--- config.mk ---
export PLATFORM = sky130hd
export DESIGN_NAME = pc_stack
export DESIGN_NICKNAME = d
export VERILOG_FILES = /design/src/rtl/pc_stack_pkg.sv /design/src/rtl/pc_ras.sv /design/src/rtl/pc_stack.sv
export SDC_FILE = /design/constraint.sdc
export NUM_CORES = 1
export LEC_CHECK = 0
export CORE_AREA = 2 2 151 153
export DETAILED_ROUTE_END_ITERATION = 10
export DIE_AREA = 0 0 153 155
export GPL_TIMING_DRIVEN = 0
export PLACE_DENSITY_LB_ADDON = 0.05
export SLEW_MARGIN = 25
export SYNTH_ARGS = -nofsm -noshare
export SYNTH_HDL_FRONTEND = slang
export SYNTH_HIERARCHICAL = 1
export SYNTH_SLANG_ARGS = --single-unit
--- constraint.sdc ---
create_clock -name clk -period 5.7 [get_ports clk]
set_clock_uncertainty 0.15 [all_clocks]
set_input_delay 1.14 -clock clk [delete_from_list [all_inputs] [get_ports clk]]
set_output_delay 1.14 -clock clk [all_outputs]
set_load 0.05 [all_outputs]
--- src/rtl/pc_stack_pkg.sv ---
// Shared definitions for the program-counter / return-address-stack block:
// op-code encoding and the raw-to-enum decode used by the next-PC mux.
package pc_stack_pkg;

    localparam int OP_W = 3;

    typedef enum logic [OP_W-1:0] {
        OP_HOLD   = 3'd0,
        OP_INC    = 3'd1,
        OP_LOAD   = 3'd2,
        OP_BRANCH = 3'd3,
        OP_CALL   = 3'd4,
        OP_RET    = 3'd5
    } op_e;

    // Unassigned codes collapse onto HOLD so they can never disturb state.
    function automatic op_e decode_op(input logic [OP_W-1:0] raw);
        op_e res;
        case (raw)
            3'd1:    res = OP_INC;
            3'd2:    res = OP_LOAD;
            3'd3:    res = OP_BRANCH;
            3'd4:    res = OP_CALL;
            3'd5:    res = OP_RET;
            default: res = OP_HOLD;
        endcase
        return res;
    endfunction

endpackage

--- src/rtl/pc_ras.sv ---
// Return-address LIFO: a small storage array with an occupancy counter.
// Entry contents are not reset; only entries below sp are ever observed.
module pc_ras
    import pc_stack_pkg::*;
#(
    parameter int WIDTH = 16,
    parameter int DEPTH = 8
) (
    input  logic                       clk,
    input  logic                       rst_n,
    input  logic                       clr_i,
    input  logic                       push_i,
    input  logic                       pop_i,
    input  logic [WIDTH-1:0]           push_data_i,
    output logic [WIDTH-1:0]           top_o,
    output logic [$clog2(DEPTH+1)-1:0] sp_o,
    output logic                       full_o,
    output logic                       empty_o
);

    localparam int SPW = $clog2(DEPTH + 1);
    localparam int AW  = $clog2(DEPTH);

    logic [WIDTH-1:0] mem_q [DEPTH];
    logic [SPW-1:0]   sp_q;
    logic [SPW-1:0]   sp_d;
    logic [AW-1:0]    wr_idx_s;
    logic [AW-1:0]    rd_idx_s;
    logic             full_s;
    logic             empty_s;
    logic             push_ok_s;
    logic             pop_ok_s;

    assign full_s    = (sp_q == SPW'(DEPTH));
    assign empty_s   = (sp_q == {SPW{1'b0}});
    assign push_ok_s = push_i && !full_s;
    assign pop_ok_s  = pop_i && !empty_s && !push_ok_s;
    assign wr_idx_s  = AW'(sp_q);
    assign rd_idx_s  = AW'(sp_q - SPW'(1));

    // Occupancy next-state: clear, push, pop or hold.
    always_comb begin
        sp_d = sp_q;
        if (clr_i) begin
            sp_d = {SPW{1'b0}};
        end else if (push_ok_s) begin
            sp_d = sp_q + SPW'(1);
        end else if (pop_ok_s) begin
            sp_d = sp_q - SPW'(1);
        end else begin
            sp_d = sp_q;
        end
    end

    // Occupancy register.
    always_ff @(posedge clk or negedge rst_n) begin
        if (!rst_n) begin
            sp_q <= {SPW{1'b0}};
        end else begin
            sp_q <= sp_d;
        end
    end

    // Storage write port; a clear takes precedence over any push.
    always_ff @(posedge clk) begin
        if (push_ok_s && !clr_i) begin
            mem_q[wr_idx_s] <= push_data_i;
        end
    end

    assign top_o   = empty_s ? {WIDTH{1'b0}} : mem_q[rd_idx_s];
    assign sp_o    = sp_q;
    assign full_o  = full_s;
    assign empty_o = empty_s;

endmodule

--- src/rtl/pc_stack.sv ---
// Program counter with call/return stack: PC register, next-PC mux and the
// sticky overflow/underflow flags; the LIFO itself lives in pc_ras.
module pc_stack
    import pc_stack_pkg::*;
#(
    parameter int               WIDTH     = 16,
    parameter int               DEPTH     = 8,
    parameter logic [WIDTH-1:0] RESET_VEC = {WIDTH{1'b0}}
) (
    input  logic                       clk,
    input  logic                       rst_n,
    input  logic                       clr_i,
    input  logic                       stall_i,
    input  logic [OP_W-1:0]            op_i,
    input  logic [WIDTH-1:0]           in_i,
    output logic [WIDTH-1:0]           out_o,
    output logic [$clog2(DEPTH+1)-1:0] sp_o,
    output logic                       full_o,
    output logic                       empty_o,
    output logic                       ovf_o,
    output logic                       unf_o
);

    logic [WIDTH-1:0] out_q;
    logic [WIDTH-1:0] out_d;
    logic             ovf_q;
    logic             ovf_d;
    logic             unf_q;
    logic             unf_d;
    logic             push_s;
    logic             pop_s;
    logic [WIDTH-1:0] top_s;
    logic [WIDTH-1:0] ret_addr_s;
    logic             full_s;
    logic             empty_s;

    assign ret_addr_s = out_q + WIDTH'(1);

    pc_ras #(
        .WIDTH (WIDTH),
        .DEPTH (DEPTH)
    ) u_ras (
        .clk         (clk),
        .rst_n       (rst_n),
        .clr_i       (clr_i),
        .push_i      (push_s),
        .pop_i       (pop_s),
        .push_data_i (ret_addr_s),
        .top_o       (top_s),
        .sp_o        (sp_o),
        .full_o      (full_s),
        .empty_o     (empty_s)
    );

    // Next-PC mux and flag update; stack strobes only fire on a live op.
    always_comb begin
        out_d  = out_q;
        ovf_d  = ovf_q;
        unf_d  = unf_q;
        push_s = 1'b0;
        pop_s  = 1'b0;
        if (clr_i) begin
            out_d = RESET_VEC;
            ovf_d = 1'b0;
            unf_d = 1'b0;
        end else if (stall_i) begin
            out_d = out_q;
        end else begin
            case (decode_op(op_i))
                OP_INC:    out_d = ret_addr_s;
                OP_LOAD:   out_d = in_i;
                OP_BRANCH: out_d = out_q + in_i;
                OP_CALL: begin
                    out_d = in_i;
                    if (full_s) begin
                        ovf_d = 1'b1;
                    end else begin
                        push_s = 1'b1;
                    end
                end
                OP_RET: begin
                    if (empty_s) begin
                        unf_d = 1'b1;
                    end else begin
                        out_d = top_s;
                        pop_s = 1'b1;
                    end
                end
                default:   out_d = out_q;
            endcase
        end
    end

    // PC and sticky error flags.
    always_ff @(posedge clk or negedge rst_n) begin
        if (!rst_n) begin
            out_q <= RESET_VEC;
            ovf_q <= 1'b0;
            unf_q <= 1'b0;
        end else begin
            out_q <= out_d;
            ovf_q <= ovf_d;
            unf_q <= unf_d;
        end
    end

    assign out_o   = out_q;
    assign full_o  = full_s;
    assign empty_o = empty_s;
    assign ovf_o   = ovf_q;
    assign unf_o   = unf_q;

endmodule

# --- Word-level counts from Yosys, hierarchy flattened ---
# Memory sizes are Yosys's and may differ from the RTL's.
# Index checks and enable logic that the tools add are counted.
word_totals:
  out_inout_bits: 24
  ff_bits: 22
  ram_bits: 128
  mem_count: 1
  in_bits: 23
op_classes:
  n_eq_ne: 13
  mux: 28
  n_reduce_logical: 19
  n_addsub: 4
memory_table:
  columns: ["memory", "words", "word_bits", "read_ports", "rd_clocked_by_memory_dff", "write_ports", "line_no", "text"]
  rows:
  - ["u_ras.mem_q", 8, 16, 1, 0, 1, "pc_ras.sv:24", "logic [WIDTH-1:0] mem_q [DEPTH];"]
op_table:
  columns: ["cell", "n"]
  rows:
  - ["one-hot mux 16 bit (4 select lines)", 1]
  - ["two-way mux 16 bit", 3]
  - ["two-way mux 1 bit", 18]
  - ["adder 16 x 1 -> 16 bit, second input constant", 1]
  - ["adder 16 bit", 1]
  - ["one-hot mux 3 bit (5 select lines)", 1]
  - ["== test 3 x 2 -> 1 bit, second input constant", 4]
  - ["== test 3 bit, second input constant", 4]
  - ["two-way mux 4 bit", 3]
  - ["AND reduction 3 bit", 3]
  - ["nonzero test 2 bit", 4]
  - ["== test 3 x 1 -> 1 bit, second input constant", 2]
  - ["two-way mux 3 bit", 2]
  - ["nonzero test 5 bit", 1]
  - ["adder 4 x 1 -> 4 bit, second input constant", 1]
  - ["== test 4 bit, second input constant", 1]
  - ["logical AND 1 bit", 4]
  - ["logical NOT 1 bit", 4]
  - ["logical NOT 4 bit", 1]
  - ["subtractor 4 x 1 -> 4 bit, second input constant", 1]
  - ["!= test 3 bit, second input constant", 1]
  - ["nonzero test 3 bit", 1]
  - ["!= test 2 bit, second input constant", 1]
  - ["OR reduction 2 bit", 1]

# --- Longest topological paths before layout ---
depth:
  ltp_word: 14
  mapped_depth: 14
  mapped_depth_nobuf: 10

# --- Hierarchy ---
# Netlist, hierarchy kept.
modules_own_cells:
  columns: ["module", "n_inst", "area_per_inst_um2", "cells_each"]
  rows:
  - ["pc_ras", 1, 5358.9, 276]
  - ["pc_stack", 1, 2297.2, 283]

# --- Worst setup path before layout ---
# OpenSTA, ideal clock, no wires.
synth_path:
  kind: "register -> register"
  start: "register u_ras.sp_q[0], in the netlist u_ras/sp_o[0]"
  end: "memory u_ras.mem_q[1][0], enable pin"
  arrival_time_ns: 3.669
  required_ns: 5.141
  setup_slack_ns: 1.472
  setup_ns: 0.409
  n_path_buf: 4
  stages_incl_launch_ff: 12
  path_cell_list: "dfrtp_1 -> buf_6 -> buf_6 -> inv_1 -> ha_1 -> buf_4 -> nand3b_1 -> inv_1 -> nor2_1 -> buf_2 -> nand4_1 -> nor3_1"
synth_via:
  elab_chain_len: 9
  word_cells_on_any_way: 10
  cone_classes: "1 x eq/ne; 6 x mux; 3 x reduce/logical"
synth_lines:
  columns: ["element", "line_no", "text"]
  rows:
  - ["from (decl)", "pc_ras.sv:25", "logic [SPW-1:0] sp_q;"]
  - ["from (signal assigned)", "pc_ras.sv:58", "sp_q <= {SPW{1'b0}};"]
  - ["from (signal assigned)", "pc_ras.sv:60", "sp_q <= sp_d;"]
  - ["== test 4 bit", "pc_ras.sv:34", "assign full_s = (sp_q == SPW'(DEPTH));"]
  - ["via full_o", "pc_stack.sv:18", "output logic full_o,"]
  - ["two-way mux 1 bit", "pc_stack.sv:75", "if (full_s) begin"]
  - ["two-way mux 1 bit", "pc_stack.sv:69", "case (decode_op(op_i))"]
  - ["two-way mux 1 bit", "pc_stack.sv:66", "end else if (stall_i) begin"]
  - ["two-way mux 1 bit", "pc_stack.sv:62", "if (clr_i) begin"]
  - ["via push_s", "pc_stack.sv:30", "logic push_s;"]
  - ["logical AND 1 bit", "pc_ras.sv:36", "assign push_ok_s = push_i && !full_s;"]
  - ["logical AND 1 bit", "pc_ras.sv:66", "if (push_ok_s && !clr_i) begin"]
  - ["two-way mux 1 bit", "pc_ras.sv:66", null]
  - ["two-way mux 1 bit (implied by the code)", "pc_ras.sv:67", "mem_q[wr_idx_s] <= push_data_i;"]
  - ["to (decl)", "pc_ras.sv:24", null]
# The timed path passes the listed nets, and every way through them passes these cells.

# --- Final worst setup path ---
layout_path:
  start: "register u_ras.sp_q[0], in the netlist u_ras/sp_o[0]"
  end: "output empty_o"
layout_via:
  elab_chain_len: 1
layout_lines:
  columns: ["element", "line_no", "text"]
  rows:
  - ["logical NOT 4 bit", "pc_ras.sv:35", "assign empty_s = (sp_q == {SPW{1'b0}});"]
  - ["to (decl)", "pc_stack.sv:19", "output logic empty_o,"]
# Every way passes these cells.

==> flow_summary_export.csv <==
group,metric,value,unit
timing,finalSetupViolations,0,
logic_synthesis,synth_cells,559,
critical_path,worstSetupEndpointType,"output port",
route,met2RoutedLength,11.2,mm
timing,min_period,5010,ps
cells_and_area,layout.nets,677,
clock_tree,postCtsSetupBuffers,0,
route,drcViolationCount,0,
critical_path,worst_ep_required_time,4410,ps
timing,fin_crit_sh,87.9,%
power_and_ir_drop,clock_power_share,45.3,%
route,highest_layer_used_for_signal_routing,"met4",
logic_synthesis,cell_type_with_the_highest_aggregate_area_in_the_netlist,"sky130_fd_sc_hd__edfxtp_1",
floorplan,floorplan.io_pins,47,
clock_tree,cts.hold.buffers_added,0,
hold_path,worst_hold_path_type,"reg -> reg",
route,vias,5190,
route,met1_wl,10.2,mm
cells_and_area,diodes,0,
clock_tree,cts_tree,"yes",
critical_path,crit_chain,"buf_6 > buf_6 > inv_1 > ha_1 > buf_4 > nand2b_1 > nor2_1 > buf_2 > clkdlybuf4s50_1",
clock_tree,ctsResizeCount,0,
logic_synthesis,post_synth_instance_area,7660,um2
logic_synthesis,synthTopCellsByArea,"sky130_fd_sc_hd__edfxtp_1 (50%), sky130_fd_sc_hd__dfrtp_1 (7.2%), sky130_fd_sc_hd__mux4_2 (6.5%), sky130_fd_sc_hd__mux4_1 (3.4%), sky130_fd_sc_hd__ha_1 (3.3%)",
route,detail_route.wl_per_cell,24.5,um
route,routed_wirelength,22.8,mm
floorplan,die-area,23700,um2
global_routing,first_pass_grt_wire_length,34.0,mm
timing,setup_slack,690,ps
logic_synthesis,postSynthAreaPerCell,13.7,um2
power_and_ir_drop,power.net_switching,635,uW
flow_run,max-cap-violations,0,
route,initialDrtViolationCount,381,
global_routing,grt_antenna_before_repair,0,
critical_path,cp.buffers_inverters,6,
critical_path,worst_path_dominant_cell_family,"buffers and inverters",
global_routing,via_count_of_the_first_global_routing_pass,5265,
floorplan,fp.coreArea,22200,um2
floorplan,initial_utilization,34.4,%
logic_synthesis,mappedNetlistNets,603,
timing,timing_max_transition_violations_final,0,
logic_synthesis,synth_top_flop_cell,"sky130_fd_sc_hd__edfxtp_1",
place,placement.setup.worst_slack,916,ps
global_routing,grt.total_usage,19.8,%
clock_tree,clock_insertion_delay_worst_skew,430,ps
timing,final_hold_slack,361,ps
route,via_per_inst,5.57,
clock_tree,sink_count_of_the_clock_tree,150,
power_and_ir_drop,p_sw_share,23.8,%
timing,tightest_slew,881,ps
cells_and_area,areaGrowthSynthToFinish,21.4,%
cells_and_area,design_area,9300,um2
floorplan,core.rowCount,55,
timing,final-hold-violation-count,0,
power_and_ir_drop,power.density_cell_area,287,nW/um2
logic_synthesis,ffs_w_async_s_r_synth,14.7,%
route,wl_met3,1.04,mm
clock_tree,root_buffer,"sky130_fd_sc_hd__clkbuf_16",
power_and_ir_drop,seq_power_share,45.6,%
floorplan,fp.dieW,153,um
timing,rsz0062_at_grt,"false",
place,portBuffers,46,
clock_tree,clkTransAtPathRegs,70,ps
global_routing,grt_start_max_net_pins,17,
clock_tree,tritoncts.num_buffers,17,
place,detailed_place_hpwl,15.6,mm
route,drt_pass1_iterations,4,
route,final_antenna_net_count,0,
timing,timing.slew.headroom,41.3,%
critical_path,worstPathMaxFanout,12,
logic_synthesis,synthDistinctLibCells,72,
power_and_ir_drop,power.ir.vdd_worst,0.181,mV
clock_tree,cts-root-to-sink-buffers,2,
logic_synthesis,synth_seq_cells,150,
global_routing,gr-total-overflow,0,
logic_synthesis,synth_edf_count,128,
critical_path,critical_path.startpoint_type,"flop",
cells_and_area,drive_gt1_share,17.3,%
critical_path,slowest_delay,870,ps
power_and_ir_drop,power_leakage,3.28,nW
critical_path,timing.setup.critical_path_class,"reg -> out",
critical_path,worstPathArrival,3720,ps
floorplan,die_h,155,um
place,placedInstanceArea,8670,um2
place,globalplace.congestion,0.779,
power_and_ir_drop,p_int,2.03,mW
critical_path,timing.critical_path.slowest_stage_cell,"sky130_fd_sc_hd__clkdlybuf4s50_1",
logic_synthesis,post-synth-top-area-fraction,50.2,%
logic_synthesis,seq_total_area_yosys,57.4,%
run_status,outcome,"completed",
clock_tree,htreeDepth,4,
critical_path,crit_top_cell,"sky130_fd_sc_hd__buf_6",
logic_synthesis,yosys_warnings,6,
timing,maxClockFrequency,200,MHz
power_and_ir_drop,power.share.combinational,9.1,%
[power groups by stage]
| stage | clock, mW | combinational [mW] | sequential, mW |
|---|---|---|---|
| global placement | 0 | 0.237 | 1.24 |
| floorplan | 0 | 0.127 | 1.26 |
| CTS | 1.23 | 0.242 | 1.22 |
| finish | 1.21 | 0.242 | 1.22 |
| detailed placement | 0 | 0.240 | 1.24 |
| global route | 1.28 | 0.262 | 1.22 |
[cell type report]
class | count | area (um2)
clock inverters | 14 | 199
plain buffers | 32 | 221
fillers | 2043 | 12900
flip-flops and latches | 150 | 4390
inverters | 17 | 63.8
repair buffers | 55 | 601
well taps | 285 | 357
multi-input cells | 360 | 3030
clock buffers | 18 | 429
[sequential cells by signal, summed over array words and instances (netlist names)]
signal	cells
unf_o	1
u_ras/sp_o	4
ovf_o	1
out_o	16
u_ras/mem_q	128
[layer usage]
metal,global-route usage [%],vias up
li1,-,2333
met1,26.6,2696
met2,33.3,140
met3,3.45,21
met4,5.64,0
met5,0,-
[stage by stage]
stage                     TNS [ps]  utilization (%)  total power, mW  instances
after floorplan                  0                -             1.38        559
after global placement       -8880             38.1             1.48        890
after detailed placement         0             39.0             1.48        899
after CTS                        0             41.8             2.69        931
after global routing             0             41.8             2.76        931
final                            0             41.8             2.67        931
[cells in the final DEF (no fill, tap or decap), types with 18 or more instances in the layout]
cell                              synthesis  layout
sky130_fd_sc_hd__a21oi_1                 32      32
sky130_fd_sc_hd__clkdlybuf4s50_1          0      45
sky130_fd_sc_hd__dfrtp_1                 22      22
sky130_fd_sc_hd__edfxtp_1               128     128
sky130_fd_sc_hd__ha_1                    20      20
sky130_fd_sc_hd__mux4_2                  22      22
sky130_fd_sc_hd__nand2_1                 57      57
sky130_fd_sc_hd__nor2_1                  27      21
sky130_fd_sc_hd__o21ai_0                 26      26
sky130_fd_sc_hd__xnor2_1                 18      18
[final timing paths]
kind / from / end / slack (ps) / cells after the start
hold reg to reg: unf_o / unf_o / 360 / 2
setup reg to reg: u_ras/sp_o[0] / u_ras/mem_q[1][8] / 1780 / 12
setup / recovery: u_ras/sp_o[0] / empty_o / 690 / 9
max in group asynchronous: rst_n / out_o[6] / 4570 / 2
min in group asynchronous: rst_n / u_ras/sp_o[1] / 420 / 1
hold / removal: unf_o / unf_o / 360 / 2
[synthesized netlist by cell type (all sizes together) (2+ instances only)]
master,number
xnor2,19
a21oi,32
or4,2
o31a,3
buf,23
a32o,6
nor2b,4
and3,3
and3b,2
a222oi,2
mux4,32
nand2,59
or2,5
nand2b,5
dfrtp,22
inv,17
mux2,3
nand3,15
edfxtp,128
a221o,2
clkbuf,9
a31o,3
a21o,5
o21ai,28
nand3b,3
nor2,27
nor3,6
and4b,2
a221oi,11
a211oi,3
ha,20
xor2,9
o211ai,7
o21a,5
mux2i,2
a22o,6
nor3b,2
nand4,6
[logic make-up after synthesis]
kind of cell	Yosys count	synth area share, %
flip-flops	150	57.4
AND/OR/NAND/NOR	145	9.40
AO/OA/AOI/OAI	128	11.8
buffers and inverters	49	3.73
multiplexers	37	10.7
XOR/XNOR	28	3.40
adder cells (fa/ha/maj)	22	3.68
[worst register-to-register path: stages, from the launching register on]
cell and delay (ps):
sky130_fd_sc_hd__dfrtp_1 410, sky130_fd_sc_hd__buf_6 210, sky130_fd_sc_hd__buf_6 210, sky130_fd_sc_hd__inv_1 90, sky130_fd_sc_hd__ha_1 190, sky130_fd_sc_hd__buf_4 170
sky130_fd_sc_hd__nand3b_1 200, sky130_fd_sc_hd__inv_1 110, sky130_fd_sc_hd__nor2_1 250, sky130_fd_sc_hd__buf_2 270, sky130_fd_sc_hd__nand4_1 390, sky130_fd_sc_hd__nor3_2 660
sky130_fd_sc_hd__buf_4 310
No activity file was read; power rests on OpenSTA's default activity.
